$ cat src/rtl/alu_pkg.sv
// Shared ALU definitions: op encodings, ALU pipeline latency and the op
// driven onto the ALU when nothing is issued.
package alu_pkg;

  typedef enum logic [3:0] {
    ADD      = 4'd0,
    AND      = 4'd1,
    SLL      = 4'd2,
    SRL      = 4'd3,
    OR       = 4'd4,
    XOR      = 4'd5,
    OUT_ONE  = 4'd6,
    OUT_ZERO = 4'd7,
    BRANCH   = 4'd8,
    SRA      = 4'd9,
    LUI      = 4'd10,
    SUB      = 4'd11,
    AUIPC    = 4'd12
  } alu_op_t;

  localparam int      ALU_LATENCY = 1;
  localparam alu_op_t ALU_IDLE_OP = OUT_ZERO;

endpackage

$ cat src/rtl/alu_arbiter_if.sv
// Bundle of the arbiter's requester, ALU and response signals.
// The slave modport is the arbiter's view; master is everything around it.
interface alu_arbiter_if #(
  parameter int NUM_REQ = 2,
  parameter int ID_W    = $clog2(NUM_REQ)
);

  logic [NUM_REQ-1:0]    req_valid_i;
  logic [NUM_REQ-1:0]    req_ready_o;
  logic [NUM_REQ*4-1:0]  req_op_i;
  logic [NUM_REQ*32-1:0] req_a_i;
  logic [NUM_REQ*32-1:0] req_b_i;

  logic [3:0]            alu_op_o;
  logic [31:0]           alu_a_o;
  logic [31:0]           alu_b_o;
  logic [31:0]           alu_result_i;

  logic                  rsp_valid_o;
  logic                  rsp_ready_i;
  logic [ID_W-1:0]       rsp_id_o;
  logic [31:0]           rsp_data_o;

  modport slave (
    input  req_valid_i, req_op_i, req_a_i, req_b_i, alu_result_i, rsp_ready_i,
    output req_ready_o, alu_op_o, alu_a_o, alu_b_o, rsp_valid_o, rsp_id_o, rsp_data_o
  );

  modport master (
    output req_valid_i, req_op_i, req_a_i, req_b_i, alu_result_i, rsp_ready_i,
    input  req_ready_o, alu_op_o, alu_a_o, alu_b_o, rsp_valid_o, rsp_id_o, rsp_data_o
  );

endinterface

$ cat src/rtl/alu_arbiter_rsp_fifo.sv
// Small synchronous response FIFO holding {requester id, result} words.
// rdata shows the head entry; it is only meaningful while empty is low.
module alu_arb_rsp_fifo #(
  parameter int  DEPTH = 2,
  parameter int  W     = 33,
  localparam int CW    = $clog2(DEPTH + 1),
  localparam int PW    = (DEPTH > 1) ? $clog2(DEPTH) : 1
) (
  input  logic          clk,
  input  logic          rst,
  input  logic          push,
  input  logic          pop,
  input  logic [W-1:0]  wdata,
  output logic [W-1:0]  rdata,
  output logic [CW-1:0] count,
  output logic          full,
  output logic          empty
);

  logic [W-1:0]  mem [DEPTH];
  logic [PW-1:0] wr_ptr;
  logic [PW-1:0] rd_ptr;
  logic          do_push;
  logic          do_pop;

  function automatic logic [PW-1:0] ptr_next(input logic [PW-1:0] ptr);
    return (ptr == PW'(DEPTH - 1)) ? '0 : ptr + PW'(1);
  endfunction

  assign full    = (count == CW'(DEPTH));
  assign empty   = (count == '0);
  assign do_pop  = pop && !empty;
  assign do_push = push && (!full || do_pop);
  assign rdata   = mem[rd_ptr];

  // Storage array; no reset needed since count gates what is visible.
  always_ff @(posedge clk) begin
    if (do_push) begin
      mem[wr_ptr] <= wdata;
    end
  end

  // Pointers and occupancy; simultaneous push and pop leaves count unchanged.
  always_ff @(posedge clk) begin
    if (rst) begin
      wr_ptr <= '0;
      rd_ptr <= '0;
      count  <= '0;
    end else begin
      if (do_push) begin
        wr_ptr <= ptr_next(wr_ptr);
      end
      if (do_pop) begin
        rd_ptr <= ptr_next(rd_ptr);
      end
      case ({do_push, do_pop})
        2'b10:   count <= count + CW'(1);
        2'b01:   count <= count - CW'(1);
        default: count <= count;
      endcase
    end
  end

endmodule

$ cat src/rtl/alu_arbiter.sv
// Shares one registered ALU between NUM_REQ requesters. Picks one request per
// cycle, drives the ALU, remembers who owns the in-flight op and queues the
// result in a response FIFO. Issue is throttled so the FIFO can never overflow.
// Optional macro ALU_ARB_FIXED_PRIO_EN: fixed priority (lowest index wins)
// instead of round-robin.
module alu_arbiter
  import alu_pkg::*;
#(
  parameter int NUM_REQ   = 2,
  parameter int RSP_DEPTH = 2,
  parameter int ID_W      = $clog2(NUM_REQ)
) (
  input logic          clk,
  input logic          rst,
  alu_arbiter_if.slave bus
);

  localparam int CW = $clog2(RSP_DEPTH + 1);

  logic [ID_W-1:0]    grant;
  logic               found;
  logic               can_issue;
  logic               issue;
  logic               pop;
  logic               rsp_valid;
  logic [31:0]        occupancy;
  logic               in_flight;
  logic [ID_W-1:0]    inflight_id;
  logic [ID_W+31:0]   fifo_rdata;
  logic [CW-1:0]      fifo_count;
  logic               fifo_full;
  logic               fifo_empty;

  // Slots claimed after this cycle's pop: the op in the ALU plus buffered results.
  assign occupancy = 32'(in_flight) + 32'(fifo_count) - 32'(pop);
  assign can_issue = (occupancy < 32'(RSP_DEPTH));
  assign issue     = !rst && can_issue && found;

`ifdef ALU_ARB_FIXED_PRIO_EN

  // Fixed priority scan: the lowest-numbered valid requester wins.
  always_comb begin
    found = 1'b0;
    grant = '0;
    for (int i = 0; i < NUM_REQ; i++) begin
      if (!found && bus.req_valid_i[i]) begin
        found = 1'b1;
        grant = ID_W'(i);
      end
    end
  end

`else

  logic [ID_W-1:0] rr_ptr;
  logic [ID_W:0]   scan_sum;
  logic [ID_W-1:0] scan_idx;

  // Round-robin scan: first valid requester at or after rr_ptr, wrapping.
  always_comb begin
    found    = 1'b0;
    grant    = '0;
    scan_sum = '0;
    scan_idx = '0;
    for (int i = 0; i < NUM_REQ; i++) begin
      scan_sum = {1'b0, rr_ptr} + (ID_W + 1)'(i);
      if (scan_sum >= (ID_W + 1)'(NUM_REQ)) begin
        scan_sum = scan_sum - (ID_W + 1)'(NUM_REQ);
      end
      scan_idx = scan_sum[ID_W-1:0];
      if (!found && bus.req_valid_i[scan_idx]) begin
        found = 1'b1;
        grant = scan_idx;
      end
    end
  end

  // Pointer moves just past the winner so it becomes lowest priority next time.
  always_ff @(posedge clk) begin
    if (rst) begin
      rr_ptr <= '0;
    end else if (issue) begin
      rr_ptr <= (grant == ID_W'(NUM_REQ - 1)) ? '0 : grant + ID_W'(1);
    end
  end

`endif

  // Accept strobe and ALU operands come straight from the winner; idle op otherwise.
  always_comb begin
    bus.req_ready_o = '0;
    bus.alu_op_o    = ALU_IDLE_OP;
    bus.alu_a_o     = '0;
    bus.alu_b_o     = '0;
    if (issue) begin
      bus.req_ready_o[grant] = 1'b1;
      bus.alu_op_o           = bus.req_op_i[{grant, 2'b00} +: 4];
      bus.alu_a_o            = bus.req_a_i[{grant, 5'b00000} +: 32];
      bus.alu_b_o            = bus.req_b_i[{grant, 5'b00000} +: 32];
    end
  end

  // Remember whether the ALU holds one of our ops and who it belongs to.
  always_ff @(posedge clk) begin
    if (rst) begin
      in_flight   <= 1'b0;
      inflight_id <= '0;
    end else begin
      in_flight   <= issue;
      inflight_id <= grant;
    end
  end

  alu_arb_rsp_fifo #(
    .DEPTH (RSP_DEPTH),
    .W     (ID_W + 32)
  ) u_rsp_fifo (
    .clk   (clk),
    .rst   (rst),
    .push  (in_flight),
    .pop   (pop),
    .wdata ({inflight_id, bus.alu_result_i}),
    .rdata (fifo_rdata),
    .count (fifo_count),
    .full  (fifo_full),
    .empty (fifo_empty)
  );

  assign rsp_valid       = !rst && !fifo_empty;
  assign pop             = rsp_valid && bus.rsp_ready_i;
  assign bus.rsp_valid_o = rsp_valid;
  assign bus.rsp_id_o    = rsp_valid ? fifo_rdata[ID_W+31 -: ID_W] : '0;
  assign bus.rsp_data_o  = rsp_valid ? fifo_rdata[31:0] : '0;

  // The issue throttle guarantees a returning result always has room.
  assert property (@(posedge clk) disable iff (rst) !(in_flight && fifo_full && !pop));

endmodule

$ cat src/flat_wrapper.sv
// flat-port wrapper written by rule: the top's interface ports become plain ports
module alu_arbiter_flat import alu_pkg::*;
#(
  parameter int NUM_REQ   = 2,
  parameter int RSP_DEPTH = 2,
  parameter int ID_W      = $clog2(NUM_REQ)
)
  (clk, rst, bus_req_valid_i, bus_req_op_i, bus_req_a_i, bus_req_b_i, bus_alu_result_i, bus_rsp_ready_i, bus_req_ready_o, bus_alu_op_o, bus_alu_a_o, bus_alu_b_o, bus_rsp_valid_o, bus_rsp_id_o, bus_rsp_data_o);
  alu_arbiter_if #(.NUM_REQ(NUM_REQ), .ID_W(ID_W)) bus_i ();
  input logic clk;
  input logic rst;
  input wire logic [$bits(bus_i.req_valid_i)-1:0] bus_req_valid_i;
  input wire logic [$bits(bus_i.req_op_i)-1:0] bus_req_op_i;
  input wire logic [$bits(bus_i.req_a_i)-1:0] bus_req_a_i;
  input wire logic [$bits(bus_i.req_b_i)-1:0] bus_req_b_i;
  input wire logic [$bits(bus_i.alu_result_i)-1:0] bus_alu_result_i;
  input wire logic [$bits(bus_i.rsp_ready_i)-1:0] bus_rsp_ready_i;
  output wire logic [$bits(bus_i.req_ready_o)-1:0] bus_req_ready_o;
  output wire logic [$bits(bus_i.alu_op_o)-1:0] bus_alu_op_o;
  output wire logic [$bits(bus_i.alu_a_o)-1:0] bus_alu_a_o;
  output wire logic [$bits(bus_i.alu_b_o)-1:0] bus_alu_b_o;
  output wire logic [$bits(bus_i.rsp_valid_o)-1:0] bus_rsp_valid_o;
  output wire logic [$bits(bus_i.rsp_id_o)-1:0] bus_rsp_id_o;
  output wire logic [$bits(bus_i.rsp_data_o)-1:0] bus_rsp_data_o;
  assign bus_i.req_valid_i = bus_req_valid_i;
  assign bus_i.req_op_i = bus_req_op_i;
  assign bus_i.req_a_i = bus_req_a_i;
  assign bus_i.req_b_i = bus_req_b_i;
  assign bus_i.alu_result_i = bus_alu_result_i;
  assign bus_i.rsp_ready_i = bus_rsp_ready_i;
  assign bus_req_ready_o = bus_i.req_ready_o;
  assign bus_alu_op_o = bus_i.alu_op_o;
  assign bus_alu_a_o = bus_i.alu_a_o;
  assign bus_alu_b_o = bus_i.alu_b_o;
  assign bus_rsp_valid_o = bus_i.rsp_valid_o;
  assign bus_rsp_id_o = bus_i.rsp_id_o;
  assign bus_rsp_data_o = bus_i.rsp_data_o;
  alu_arbiter #(.NUM_REQ(NUM_REQ), .RSP_DEPTH(RSP_DEPTH), .ID_W(ID_W)) u_core (.clk(clk), .rst(rst), .bus(bus_i));
endmodule
$ cat config.mk
export PLATFORM = sky130hd
export DESIGN_NAME = alu_arbiter_flat
export DESIGN_NICKNAME = d
export VERILOG_FILES = /design/src/rtl/alu_pkg.sv /design/src/rtl/alu_arbiter_if.sv /design/src/rtl/alu_arbiter_rsp_fifo.sv /design/src/rtl/alu_arbiter.sv /design/src/flat_wrapper.sv
export SDC_FILE = /design/constraint.sdc
export NUM_CORES = 1
export LEC_CHECK = 0
export ABC_AREA = 1
export ABC_CLOCK_PERIOD_IN_PS = 2890
export BUFFER_PORTS_ARGS = -buffer_cell sky130_fd_sc_hd__buf_4
export CAP_MARGIN = 10
export CORE_ASPECT_RATIO = 1.25
export CORE_MARGIN = 5
export CORE_UTILIZATION = 25
export DETAILED_ROUTE_END_ITERATION = 16
export HOLD_SLACK_MARGIN = 0.12
export PLACE_DENSITY = 0.64
export SYNTH_ARGS = -nofsm -noshare
export SYNTH_HDL_FRONTEND = slang
export SYNTH_SLANG_ARGS = --single-unit
$ cat constraint.sdc
create_clock -name clk -period 2.89 [get_ports clk]
set_input_delay 0.289 -clock clk [delete_from_list [all_inputs] [get_ports clk]]
set_output_delay 0.289 -clock clk [all_outputs]
set_load 0.01 [all_outputs]
## Yosys cells after proc, flatten, opt, wreduce, memory -nomap -nowiden

Memory sizes are Yosys's and may differ from the RTL's. A register that Yosys moved wholly into a read port is not among the register bits.
Index checks and enable logic that the tools add are counted.

| storage, ports and cells | value |
|---|---|
| bits in registers | 7 |
| bits in writable memories | 66 |
| bits of input ports | 173 |
| memories kept | 1 |

Memory list:

| memory | words | width | read ports | clocked after Yosys merged registers in | wr ports | line | RTL |
|---|---|---|---|---|---|---|---|
| u_core.u_rsp_fifo.mem | 2 | 33 | 1 | 1 | 1 | alu_arbiter_rsp_fifo.sv:20 | `logic [W-1:0] mem [DEPTH];` |

| cells by class | value |
|---|---|
| add/subtract/negate cells | 10 |
| order comparisons | 7 |
| equality and inequality tests | 3 |
| shifts and indexed selects | 3 |
| multiplexer cells | 26 |
| reductions and logical operators | 15 |

Operator list:

| operator | number |
|---|---|
| 64-bit by 7-bit variable part select with 32-bit output | 2 |
| 32-bit two-way mux | 3 |
| 32-bit by 2-bit < comparator with 1-bit output, second input constant | 1 |
| 32-bit by 1-bit subtractor with 32-bit output | 1 |
| 1-bit two-way mux | 19 |
| 1-bit logical AND | 8 |
| 8-bit by 4-bit variable part select with 4-bit output | 1 |
| 1-bit by 2-bit < comparator with 1-bit output, second input constant | 3 |
| 2-bit == test, second input constant | 2 |
| 1-bit zero test | 4 |
| 4-bit two-way mux | 1 |
| 2-bit one-hot mux with 2 select lines | 1 |
| 1-bit adder, second input constant | 3 |
| 1-bit by 2-bit adder with 3-bit output | 1 |
| 1-bit by 1-bit adder with 2-bit output, second input constant | 1 |
| 2-bit by 1-bit adder with 2-bit output, second input constant | 1 |
| 2-bit by 1-bit == test with 1-bit output, second input constant | 1 |
| 1-bit by 2-bit greater-or-equal comparator with 1-bit output, second input constant | 1 |
| 2-bit greater-or-equal comparator, second input constant | 1 |
| 2-bit zero test | 1 |
| 2-bit two-way mux | 1 |
| 2-bit nonzero test | 1 |
| 1-bit subtractor, second input constant | 2 |
| 2-bit by 1-bit subtractor with 2-bit output, second input constant | 1 |
| 3 further kinds | 3 |

## Depth between registers and ports, before layout

Gate-level depths: netlist (run 1).

| depth | value |
|---|---|
| depth after elaboration | 13 |
| gate-level depth with buffers | 12 |

## Modules after synthesis

From an unflattened synthesis (run 1), not the netlist that was laid out.

| second synthesis, totals | value |
|---|---|
| cells, all modules | 470 |
| area total of the unflattened synthesis | 4,255.3 µm² |

Modules (own cells, without submodules):

| module | times used | cells each | area each (µm²) |
|---|---|---|---|
| alu_arb_rsp_fifo | 1 | 142 | 2,675.1 |
| alu_arbiter | 1 | 328 | 1,580.3 |

## Least setup slack after synthesis (run 1)

Ideal clock, no wire load.

| timing | value |
|---|---|
| kind | reg-to-reg |
| from | register u_core.u_rsp_fifo.count[1] |
| to | memory u_core.u_rsp_fifo.mem[0][0], enable pin |
| arrival time | 2.293 ns |
| data required time | 2.467 ns |
| path slack | 0.174 ns |
| stages on the path, launching flop included | 7 |
| path buffers | 0 |
| period minus slack after synthesis | 2.716 ns |
| cells stage by stage | dfxtp_1 -> inv_2 -> nand2_2 -> nand3_1 -> nand3_1 -> nand2_1 -> nor2_1 |

| between the ends | value |
|---|---|
| word-level cells in the longest chain between the ends | 9 |
| elaborated cells between the ends (all ways) | 11 |
| those cells by class | 1 x eq/ne; 2 x mux; 8 x reduce/logical |

RTL lines:

| item | line | RTL |
|---|---|---|
| start, declared | alu_arbiter_rsp_fifo.sv:15 | `output logic [CW-1:0] count,` |
| start signal, assigned | alu_arbiter_rsp_fifo.sv:57 | `2'b10: count <= count + CW'(1);` |
| start signal, assigned | alu_arbiter_rsp_fifo.sv:58 | `2'b01: count <= count - CW'(1);` |
| start signal, assigned | alu_arbiter_rsp_fifo.sv:59 | `default: count <= count;` |
| 2-bit zero test | alu_arbiter_rsp_fifo.sv:31 | `assign empty = (count == '0);` |
| 1-bit zero test | alu_arbiter_rsp_fifo.sv:32, alu_arbiter.sv:129 |  |
| 1-bit logical AND | alu_arbiter.sv:129 | `assign rsp_valid = !rst && !fifo_empty;` |
| 1-bit logical AND | alu_arbiter.sv:130 | `assign pop = rsp_valid && bus.rsp_ready_i;` |
| 1-bit logical AND | alu_arbiter_rsp_fifo.sv:32 | `assign do_pop = pop && !empty;` |
| 1-bit logical OR * | alu_arbiter_rsp_fifo.sv:33 | `assign do_push = push && (!full \|\| do_pop);` |
| 1-bit logical AND * | alu_arbiter_rsp_fifo.sv:33 |  |
| 1-bit two-way mux * | alu_arbiter_rsp_fifo.sv:38 | `if (do_push) begin` |
| 1-bit two-way mux (not written as such) * | alu_arbiter_rsp_fifo.sv:39 | `mem[wr_ptr] <= wdata;` |
| end, declared | alu_arbiter_rsp_fifo.sv:20 |  |

Mark *: on every way between the ends. The rest lies on a longest branch, timed or not.

## Worst setup path after layout (run 1)

| timing | value |
|---|---|
| from | register u_core.u_rsp_fifo.count[0] |
| to | output port bus_alu_b_o[13] |

| between the ends | value |
|---|---|
| word-level cells in the longest chain between the ends | 9 |
| elaborated cells between the ends (all ways) | 10 |
| those cells by class | 2 x add/sub; 1 x order compare; 1 x mux; 6 x reduce/logical |

RTL lines:

| item | line | RTL |
|---|---|---|
| 2-bit zero test | alu_arbiter_rsp_fifo.sv:31 |  |
| 1-bit zero test | alu_arbiter.sv:129 |  |
| 1-bit logical AND | alu_arbiter.sv:129 |  |
| 1-bit logical AND | alu_arbiter.sv:130 |  |
| 32-bit by 1-bit subtractor with 32-bit output * | alu_arbiter.sv:35 | `assign occupancy = 32'(in_flight) + 32'(fifo_count) - 32'(pop);` |
| 32-bit by 2-bit < comparator with 1-bit output * | alu_arbiter.sv:36 | `assign can_issue = (occupancy < 32'(RSP_DEPTH));` |
| 1-bit logical AND * (2 in a row) | alu_arbiter.sv:37 | `assign issue = !rst && can_issue && found;` |
| 32-bit two-way mux * | alu_arbiter.sv:95 | `if (issue) begin` |
| end, declared | flat_wrapper.sv:21 | `output wire logic [$bits(bus_i.alu_b_o)-1:0] bus_alu_b_o;` |

Marked as above.

==> impl_metrics.csv, run 1 <==
group,metric,value,unit
critical_path,critPathBufInv,4,
cts,cts-root-buf,"clkbuf_16",
floorplan,die_w,127,um
yosys,synth_compound_gate_area_share,11.5,%
detailed_routing,drt-initial-drc-count,160,
yosys,synthArstFlopShare,0,%
timing,grt_setup_unrepaired,"no",
yosys,syn_area,0.00429,sq mm
critical_path,worstPathArrival,2.45,ns
yosys,synth_ff_type,"edfxtp_1",
timing,slew_violations,0,
yosys,synth_xor_area_share,0.204,%
critical_path,worst_path_max_delay_cell,"dfxtp_2",
critical_path,path_max_fanout,13,
global_routing,overflow,0,
yosys,muxShareOfSynthArea,8.66,%
layout,area_growth,62.9,%
global_routing,grt_pass1_wl,22800,um
layout,seqCellArea,0.00215,sq mm
yosys,ys_seq_area_share,49.9,%
yosys,synth_nets,647,
cts,htree_num_levels,3,
layout,final-instance-count-excl-fill,969,
critical_path,max_stage_delay,0.36,ns
timing,skew,0.00356,ns
detailed_routing,drc,0,
yosys,yosysUniqueCellTypes,25,
global_routing,grt_usage,14.9,%
detailed_routing,detail_route.wirelength,15900,um
placed_design,dp.cells,944,
yosys,synth_fa_ha_area_share,2.22,%
critical_path,critPathRequiredTime,2.60,ns
floorplan,ios,277,
layout,final.fill_count,1720,
floorplan,rows,53,
cts,cts_hold_buf,0,
placed_design,io_buffers,276,
cts,cts.path.max_buffers,2,
power,p_leak,3.35,nW
timing,max-slew-margin-rel,52.9,%
layout,multi_input_area,0.00185,sq mm
global_routing,grt_pass1_vias,4225,
floorplan,start_util,25.5,%
floorplan,die_h,156,um
job,maxCapViolCount,0,
cts,numCtsBuffers,9,
status,status,"finished, final reports clean",
critical_path,setup.worst_path.start_class,"register",
critical_path,critPathTopFamily,"adder cells",
floorplan,core_region_area,0.0168,sq mm
yosys,synth_seq_cells,74,
timing,final.period_utilization,94.8,%
layout,final_area,0.00699,sq mm
layout,drive_gt1_share,53.0,%
timing,hold_viol_final,0,
global_routing,antenna_found_initial,1,
timing,max_freq,365,MHz
critical_path,crit_path_end_kind,"output port",
critical_path,crit_type,"register to output port",
detailed_routing,routed-via-count,4205,
cts,clk_pin_slew_worst_paths,0.06,ns
yosys,synth_area_per_cell,9.19,sq um
power,power_density,755,mW/mm^2
timing,fin_setup_tns,0,ns
timing,fin_ws,0.151,ns
yosys,ys_warn_count,0,
placed_design,dpl_cell_area,0.00656,sq mm
layout,final_util,41.5,%
timing,setup_violations,0,
min_path,hold_path_class,"input port to register",
power,ir_worst_vdd,0.303,mV
layout,antenna_cells,0,
detailed_routing,drt_first_pass_iters,6,
detailed_routing,viasPerCell,4.34,
timing,min_period,2.74,ns
placed_design,gp_congestion,0.796,
cts,tritoncts,"built",
yosys,synth_edf_count,66,
placed_design,dpl.hpwl,12300,um
cts,cts_sinks,74,
yosys,synth_top_family_by_area,"simple AND/OR/NAND/NOR gates",
detailed_routing,ant_nets,0,
placed_design,pre_cts_ws,0.262,ns
global_routing,grt_max_degree,70,
detailed_routing,wl_per_cell,16.5,um
critical_path,crit_chain,"ha_4 > inv_2 > ha_1 > inv_1 > ha_1 > ha_1 > nor2_2 > o211a_4 > nand2_8 > buf_16 > a21oi_2 > buf_4",
critical_path,crit_top_cell,"ha_1",
yosys,syn_inst,467,
layout,final_net_count,925,
cts,clock_latency,0.32,ns
yosys,yosys.area_share.simple,18.7,%
timing,tightest_slew,0.707,ns
floorplan,die_area,0.0199,sq mm
-- cell usage after synthesis, drive strengths merged, types with 3 or more instances --
master | count | area (sq um)
nand2 | 181 | 702
a21oi | 69 | 462
edfxtp | 66 | 1980
inv | 48 | 180
mux2 | 33 | 372
buf | 20 | 161
nor2 | 11 | 43.8
clkbuf | 9 | 33.8
nand3 | 9 | 45.0
dfxtp | 8 | 160
ha | 6 | 75.1
o21ai | 3 | 15.0
-- cells in the final DEF, fill, tap and decap left out --
cell        netlist  routed
o21ai_0           2       2
clkbuf_1          9       1
o211a_4           1       1
nor2_1           10       8
dfxtp_4           0       1
mux2_2           33      33
dfxtp_2           0       2
a21oi_1          38      34
fa_1              1       1
inv_1            43      42
clkinvlp_4        0       2
inv_2             5       6
edfxtp_1         66      66
a21oi_4           0       1
nor2_2            1       1
dfxtp_1           8       5
nand2_4           2       3
nand3_1           9       9
xor2_1            1       1
clkbuf_16         0      10
a21oi_2          31      34
ha_1              6       5
nor2_4            0       2
o21ai_1           1       1
buf_16            0       1
clkinv_2          0       1
nand2_2           3       3
nand4_2           1       1
buf_12            3       1
nand2_1         176     176
nand2_8           0       1
clkinv_4          0       1
ha_4              0       1
buf_4             0     288
clkinv_1          0       1
buf_6             1       3
-- worst reg2reg max path, stage by stage (launching register included) --
cell     delay [ns]
dfxtp_2        0.38
inv_2          0.09
nand2_2        0.08
nand3_1        0.17
nand3_1        0.14
nand2_1        0.15
nor2_4         0.10
buf_4          0.40
-- sequential cells by signal, summed over array words and instances, names as in the netlist, named ones only --
| signal | cells |
|---|---|
| u_core.u_rsp_fifo.count | 2 |
| u_core.inflight_id | 1 |
| u_core.u_rsp_fifo.mem | 66 |
| u_core.in_flight | 1 |
| u_core.u_rsp_fifo.wr_ptr | 1 |
| u_core.u_rsp_fifo.rd_ptr | 1 |
| u_core.rr_ptr | 1 |
-- repair_timing --
action                                  CTS  global route
gates cloned                              0             4
endpoints found under the setup margin   52            54
setup buffers                             0             6
resized for setup                         2            14
pin swaps                                 0             1
-- report_power, final --
| group | total (W) | internal (W) | leakage (nW) | switching [W] |
|---|---|---|---|---|
| Combinational | 0.00277 | 0.00128 | 2.56 | 0.00149 |
| Clock | 0.000959 | 0.000572 | 0.122 | 0.000387 |
| Sequential | 0.00155 | 0.00147 | 0.672 | 0.0000845 |
-- layout make-up --
type / count / area share, %
Tap cell: 220 / 3.94
Clock buffer: 10 / 3.28
Sequential cell: 74 / 30.7
Timing Repair Buffer: 294 / 32.5
Multi-Input combinational cell: 318 / 26.5
Inverter: 48 / 2.58
Clock inverter: 5 / 0.466
-- path summary, 6_finish.rpt --
check                                                start                            to  slack, ns  cells past startpoint
worst max-delay path            u_core.u_rsp_fifo.count[0]               bus_alu_b_o[13]       0.15                     12
worst min-delay path                  bus_alu_result_i[10]  u_core.u_rsp_fifo.mem[1][10]       0.15                      1
worst max register to register  u_core.u_rsp_fifo.count[1]   u_core.u_rsp_fifo.mem[0][9]       0.99                      7
worst min register to register          u_core.inflight_id  u_core.u_rsp_fifo.mem[1][32]       0.44                      0
-- per-layer routing --
layer  vias up  routed length [um]  GRT usage [%]
met5         -                   7              0
met2       215                7250           23.3
met1      1887                7000           20.3
met4         2                 214           3.07
met3        18                1480           4.71
li1       2083                   -              -
-- kinds of logic after synthesis --
logic type | Yosys count
and+or+nand+nor | 202
DFF | 74
AOI/OAI and AO/OA | 73
xor gates and xnor gates | 1
buffers and inverters | 77
muxes | 33
adders and majority gates | 7
-- per-stage QoR --
| step | power (W) | hold WS [ns] |
|---|---|---|
| after floorplan | 0.00306 | 0.388 |
| after global placement | 0.00411 | 0.406 |
| after detailed placement | 0.00412 | 0.419 |
| after CTS | 0.00512 | 0.133 |
| after global routing | 0.00566 | 0.135 |
| final | 0.00528 | 0.146 |
Note: power is estimated with default switching activity, not from simulation.
==> run 2: changes to the inputs <==
--- a/config.mk
+++ b/config.mk
@@ -9,7 +9,7 @@
 export ABC_CLOCK_PERIOD_IN_PS = 2890
 export BUFFER_PORTS_ARGS = -buffer_cell sky130_fd_sc_hd__buf_4
 export CAP_MARGIN = 10
-export CORE_ASPECT_RATIO = 1.25
+export CORE_ASPECT_RATIO = 1.2
 export CORE_MARGIN = 5
 export CORE_UTILIZATION = 25
 export DETAILED_ROUTE_END_ITERATION = 16
==> run 2 against run 1 <==
  * Global-route usage increased by 0.22 points
  * Sequential share of layout area decreased by 0.089 points
  * Register-to-register slack got worse by 0.13 ns
  * Die area about the same
  * Clock-buffer cell count unchanged
  * Worst hold slack got worse by 0.0013 ns
  * Design area increased by 0.23%
  * Sequential power about the same
  * Critical path depth unchanged
  * Setup slack got worse by 0.020 ns
  * Clock skew increased by 0.0027 ns
  * Via count decreased by 0.74%
==> impl_metrics.csv, run 2 (synthesis gave the netlist of run 1 again) <==
group,metric,value,unit
status,status,"finished, final reports clean",
detailed_routing,wl_per_cell,17.2,um
timing,final.period_utilization,95.5,%
global_routing,grt_pass1_wl,23200,um
layout,area_growth,63.3,%
timing,max-slew-margin-rel,52.6,%
layout,largest_register,"u_core.u_rsp_fifo.mem",
floorplan,core_region_area,0.0169,sq mm
critical_path,critPathRequiredTime,2.60,ns
cts,clk_pin_slew_worst_paths,0.06,ns
cts,clock_latency,0.33,ns
power,power.switching,0.00200,W
detailed_routing,drt-initial-drc-count,199,
power,power_density,782,mW/mm^2
global_routing,overflow,0,
critical_path,rr_worst_depth,7,
timing,hold_viol_final,0,
detailed_routing,viasPerCell,4.35,
placed_design,pre_cts_ws,0.323,ns
cts,htree_num_levels,3,
detailed_routing,routed-via-count,4174,
layout,drive_gt1_share,52.8,%
critical_path,r2r_setup_slack,0.86,ns
placed_design,gp_congestion,0.742,
layout,multi_input_area,0.00183,sq mm
timing,setup_violations,0,
detailed_routing,ant_nets,0,
timing,skew,0.00629,ns
timing,fin_setup_tns,0,ns
min_path,worstHoldPathCells,1,
global_routing,grt_pass1_vias,4213,
critical_path,crit_type,"register to output port",
timing,min_period,2.76,ns
layout,seqCellArea,0.00215,sq mm
timing,grt_setup_unrepaired,"yes",
layout,layout.cells.most_common,"buf_4",
floorplan,die_h,154,um
placed_design,dp.cells,939,
layout,final-instance-count-excl-fill,960,
timing,max_freq,362,MHz
power,intPower,0.00348,W
critical_path,setup.worst_path.start_class,"register",
floorplan,die_area,0.0199,sq mm
floorplan,die_w,130,um
job,maxCapViolCount,0,
power,p_sw_share,36.5,%
timing,slew_violations,0,
power,seq_power_share,28.3,%
floorplan,rows,52,
placed_design,io_buffers,276,
power,pwr-share-comb,50.3,%
detailed_routing,drc,0,
layout,final_net_count,919,
global_routing,grt_usage,15.1,%
critical_path,worstPathArrival,2.47,ns
critical_path,r2r-start,"u_core.u_rsp_fifo.count[1]",
power,clkPwrFrac,21.4,%
min_path,hold_end,"u_core.u_rsp_fifo.mem[1][27]",
timing,tightest_slew,0.711,ns
floorplan,ios,277,
timing,hold_slack,0.145,ns
critical_path,crit_path_end_kind,"output port",
layout,reg_top3,"u_core.u_rsp_fifo.mem x66, u_core.u_rsp_fifo.count x2",
cts,cts_sinks,74,
min_path,min_from,"bus_alu_result_i[27]",
global_routing,grt_max_degree,70,
critical_path,path_max_fanout,17,
layout,antenna_cells,0,
cts,tritoncts,"built",
global_routing,antenna_found_initial,1,
power,p_leak,3.37,nW
timing,fin_ws,0.131,ns
power,total_power,0.00548,W
detailed_routing,drt_first_pass_iters,6,
cts,numCtsBuffers,9,
cts,cts-root-buf,"clkbuf_16",
detailed_routing,detail_route.wirelength,16500,um
layout,largest_register_ffs,66,
layout,final.fill_count,1705,
floorplan,start_util,25.5,%
cts,cts_hold_buf,0,
critical_path,r2r-end,"u_core.u_rsp_fifo.mem[0][6]",
min_path,hold_path_class,"input port to register",
cts,cts.path.max_buffers,2,
power,ir_worst_vdd,0.308,mV
placed_design,dpl.hpwl,12200,um
layout,layout_common_cells,"buf_4, nand2_1, edfxtp_1",
run 2: cell types whose count changed in the layout (fill, tap and decap cells not counted), sizes merged:
cell	delta
buf	-6
bufinv	+2
clkbuf	+2
clkinvlp	-2
nand2	-2
clkinv	+1
run 2: metal layers:
layer  global-route usage (%)  part of all wire (%)  routed length (um)  vias to the layer above
met5                        0                 0.079                  13                        -
met4                     3.86                   1.1                 178                        2
met3                     4.44                   9.5                1570                       15
met2                     24.0                    47                7810                      197
met1                     20.0                    42                6950                     1894
li1                         -                     -                   -                     2066
run 2: power by group through the flow:
stage               Clock, W  Combinational [W]  Sequential (W)
finish               0.00117            0.00276         0.00155
global route         0.00125            0.00301         0.00157
CTS                  0.00120            0.00257         0.00154
detailed placement         0            0.00255         0.00156
global placement           0            0.00255         0.00155
floorplan                  0            0.00151         0.00155
run 2: critical path, stage by stage (launching register included):
cell and delay, ns:
dfxtp_4 0.37, ha_1 0.16, inv_1 0.08, ha_1 0.27, inv_1 0.04, ha_1 0.17, ha_1 0.18, nor2_2 0.09
o211a_4 0.20, nand2_8 0.09, clkbuf_16 0.21, a21oi_1 0.14, buf_4 0.14
run 2: how the worst max path moves through the flow:
| stage | endpoint | startpoint |
|---|---|---|
| 2_1_floorplan | u_core.u_rsp_fifo.mem[0][0] | u_core.u_rsp_fifo.count[1] |
| 3_3_place_gp | bus_alu_b_o[31] | u_core.in_flight |
| 3_5_place_dp | bus_alu_b_o[31] | u_core.in_flight |
| 4_1_cts | bus_alu_op_o[2] | u_core.u_rsp_fifo.count[0] |
| 5_1_grt | bus_alu_a_o[16] | u_core.in_flight |
| 6_report | bus_alu_a_o[16] | u_core.in_flight |
run 2: what timing repair did:
item | in CTS | in global routing
gates resized for setup | 3 | 10
setup endpoints to repair | 4 | 69
gates cloned | 0 | 4
pin swaps | 0 | 0
buffers inserted | 0 | 1
run 2: layout make-up:
cell class / instances / area share, %
clock inverters: 6 / 1.30
repair buffers: 290 / 32.2
multi-input cells: 316 / 26.1
clock buffers: 10 / 3.27
inverters: 48 / 2.61
well taps: 216 / 3.86
flip-flops and latches: 74 / 30.7
run 2: through the flow:
step	util (%)	cell area [sq um]
after floorplan	-	4290
after global placement	38.8	6540
after detailed placement	38.8	6540
after CTS	40.8	6870
after global routing	41.6	7000
final	41.6	7000
==> run 3: changes to the inputs <==
--- a/config.mk
+++ b/config.mk
@@ -5,7 +5,6 @@
 export SDC_FILE = /design/constraint.sdc
 export NUM_CORES = 1
 export LEC_CHECK = 0
-export ABC_AREA = 1
 export ABC_CLOCK_PERIOD_IN_PS = 2890
 export BUFFER_PORTS_ARGS = -buffer_cell sky130_fd_sc_hd__buf_4
 export CAP_MARGIN = 10
@@ -14,7 +13,7 @@
 export CORE_UTILIZATION = 25
 export DETAILED_ROUTE_END_ITERATION = 16
 export HOLD_SLACK_MARGIN = 0.12
-export PLACE_DENSITY = 0.64
+export PLACE_DENSITY = 0.65
 export SYNTH_ARGS = -nofsm -noshare
 export SYNTH_HDL_FRONTEND = slang
 export SYNTH_SLANG_ARGS = --single-unit
==> constraint.sdc (replaced) <==
create_clock -name clk -period 2.89 [get_ports clk]
set_input_delay 0.289 -clock clk [delete_from_list [all_inputs] [get_ports clk]]
set_output_delay 0.289 -clock clk [all_outputs]
set_load 0.1 [all_outputs]
==> run 3 against run 2 <==
  * The flow now finishes with violations (negative setup slack)
  * Clock-buffer cell count is the same
  * Synthesized cell count shrank 8.4%
  * Setup slack lost 0.26 ns
  * Clock skew shrank 0.0014 ns
  * Clock power grew 7%
  * Critical path depth grew 1
  * Combinational power shrank 11%
  * Power shrank 8.1%
  * Highest routed layer unchanged
==> impl_metrics.csv, run 3 <==
group,metric,value,unit
status,status,"finished, violations left",
status,violations,"negative setup slack",
critical_path,setup.worst_path.start_class,"register",
timing,hold_viol_final,0,
critical_path,crit_path_end_kind,"output port",
yosys,synthArstFlopShare,0,%
timing,slew_violations,0,
global_routing,antenna_found_initial,4,
detailed_routing,drt-initial-drc-count,182,
detailed_routing,viasPerCell,4.64,
detailed_routing,ant_nets,0,
placed_design,dpl_cell_area,0.00728,sq mm
timing,min_period,3.02,ns
yosys,syn_inst,428,
detailed_routing,routed-via-count,4340,
layout,largest_register,"u_core.u_rsp_fifo.mem",
yosys,yosysMostFrequentCell,"nand2_1",
detailed_routing,detail_route.wirelength,19200,um
power,power.switching,0.00204,W
layout,layout.cells.most_common,"buf_4",
global_routing,grt_pass1_vias,4757,
layout,area_growth,119,%
yosys,synth_area_per_cell,9.27,sq um
global_routing,grt_usage,20.0,%
detailed_routing,drt_first_pass_iters,4,
yosys,synth_nets,608,
floorplan,die_h,148,um
min_path,worstHoldPathCells,1,
placed_design,gp_congestion,0.857,
cts,htree_num_levels,3,
power,power_density,578,mW/mm^2
yosys,synth.top_cell.area_share,49.9,%
critical_path,r2r-end,"u_core.rr_ptr",
floorplan,die_area,0.0185,sq mm
yosys,synth_area_leader_cell,"edfxtp_1",
timing,tightest_slew,0.593,ns
power,intPower,0.00299,W
power,pwr-share-comb,49.2,%
cts,cts.path.max_buffers,2,
critical_path,crit_type,"register to output port",
timing,fin_setup_tns,-6.34,ns
floorplan,ios,277,
timing,setup_violations,70,
timing,skew,0.00491,ns
layout,largest_register_ffs,66,
placed_design,dpl.hpwl,14300,um
global_routing,grt_pass1_wl,28200,um
power,p_leak,3.46,nW
detailed_routing,drc,0,
layout,layout_common_cells,"buf_4, nand2_1, buf_12",
layout,final_area,0.00870,sq mm
timing,grt_setup_unrepaired,"yes",
cts,clk_pin_slew_worst_paths,0.06,ns
timing,final.period_utilization,105,%
cts,cts_hold_buf,0,
layout,final_util,55.9,%
min_path,hold_path_class,"input port to register",
cts,numCtsBuffers,9,
yosys,syn_area,0.00397,sq mm
critical_path,r2r_setup_slack,0.64,ns
power,ir_worst_vdd,0.233,mV
critical_path,rr_worst_depth,10,
floorplan,rows,50,
timing,max-slew-margin-rel,60.0,%
min_path,min_from,"bus_alu_result_i[1]",
power,seq_power_share,25.9,%
cts,clock_latency,0.33,ns
yosys,ys_top_cells_by_count,"nand2_1, edfxtp_1, a21oi_1, nor2_1, mux2i_1",
timing,max_freq,331,MHz
yosys,ys_seq_area_share,54.0,%
global_routing,grt_max_degree,56,
layout,drive_gt1_share,57.5,%
global_routing,overflow,0,
yosys,ys_warn_count,0,
layout,reg_top3,"u_core.u_rsp_fifo.mem x66, u_core.u_rsp_fifo.count x2",
critical_path,worstPathArrival,2.73,ns
yosys,yosysUniqueCellTypes,29,
floorplan,core_region_area,0.0156,sq mm
floorplan,die_w,125,um
cts,tritoncts,"built",
min_path,hold_end,"u_core.u_rsp_fifo.mem[0][1]",
power,p_sw_share,40.5,%
layout,final_net_count,900,
yosys,synth_seq_cells,74,
job,maxCapViolCount,0,
yosys,yosys-top-cells-area,"edfxtp_1, nand2_1, mux2i_1",
detailed_routing,wl_per_cell,20.5,um
cts,cts_sinks,74,
yosys,synth_ff_type,"edfxtp_1",
power,clkPwrFrac,24.9,%
placed_design,io_buffers,276,
critical_path,critPathRequiredTime,2.60,ns
cts,cts-root-buf,"clkbuf_16",
critical_path,path_max_fanout,9,
floorplan,start_util,25.5,%
placed_design,pre_cts_ws,0.0853,ns
critical_path,r2r-start,"u_core.u_rsp_fifo.count[0]",
timing,fin_ws,-0.132,ns
yosys,synth_edf_count,66,
-- run 3: power by group through the flow --
stage / combinational (W) / sequential [W] / clock, W
global route: 0.00257 / 0.00131 / 0.00134
floorplan: 0.00149 / 0.00132 / 0
CTS: 0.00241 / 0.00131 / 0.00128
detailed placement: 0.00208 / 0.00133 / 0
finish: 0.00247 / 0.00130 / 0.00125
global placement: 0.00207 / 0.00132 / 0
-- run 3: cell type report --
type                       instances  area [sq um]
fill                            1286          6880
timing repair buffer             312          3440
multi-input combinational        314          2460
sequential                        74          2150
tap                              208           260
clock buffer                      10           229
clock inverter                     6           114
inverter                           9          43.8
antenna                            3          7.51
-- run 3: worst max path at each step --
stage | start | to | slack [ns] | depth (start not counted)
after floorplan | u_core.u_rsp_fifo.count[0] | bus_alu_b_o[13] | 0.005 | 12
after global placement | u_core.u_rsp_fifo.count[0] | bus_alu_b_o[23] | 0.13 | 12
after detailed placement | u_core.u_rsp_fifo.count[0] | bus_alu_b_o[11] | 0.09 | 12
after CTS | u_core.u_rsp_fifo.count[0] | bus_alu_a_o[18] | -0.14 | 12
after global routing | u_core.u_rsp_fifo.count[0] | bus_alu_b_o[7] | -0.23 | 13
final | u_core.u_rsp_fifo.count[0] | bus_alu_b_o[6] | -0.13 | 13
-- run 3: logic make-up (layout without fill, tap and decap cells) --
family          after synthesis  after routing  synth area share [%]
simple gates                195            195                  19.0
other cells                   0              3                     0
fa+ha+maj                     7              7                  2.40
xor+xnor                      2              2                 0.441
compound gates               76             76                  11.2
flops                        74             74                  54.0
mux                          34             34                  8.58
buf+inv                      40            337                  4.38
-- run 3: stage by stage --
step	total power, W	instances	hold WS (ns)
2_1_floorplan	0.00281	428	0.388
3_3_place_gp	0.00339	897	0.409
3_5_place_dp	0.00341	897	0.419
4_1_cts	0.00500	929	0.130
5_1_grt	0.00522	934	0.125
6_report	0.00503	936	0.145
-- run 3: worst max-delay path: stages (launching register included) --
cell,delay (ns)
dfxtp_4,0.36
buf_6,0.12
o21bai_4,0.18
inv_8,0.04
and2_4,0.16
ha_4,0.16
ha_4,0.15
nor2_2,0.09
nand2_1,0.05
a311o_2,0.42
buf_4,0.19
buf_12,0.15
a21oi_4,0.15
buf_12,0.19
-- run 3: what timing repair did --
item / 4_1_cts / 5_1_grt
gates resized for setup: 163 / 33
cloned: 6 / 1
setup endpoints to repair: 70 / 70
setup buffers: 10 / 4
hold endpoints to repair: 0 / 0
pin swaps: 6 / 0
-- run 3: per-layer routing --
metal / vias to the layer above / part of all wire (%) / global-route usage [%]
met2: 222 / 50 / 34.1
met3: 29 / 9.6 / 8.67
met1: 2055 / 38 / 22.5
li1: 2032 / - / -
met4: 2 / 2.3 / 6.62
met5: - / 0.068 / 0
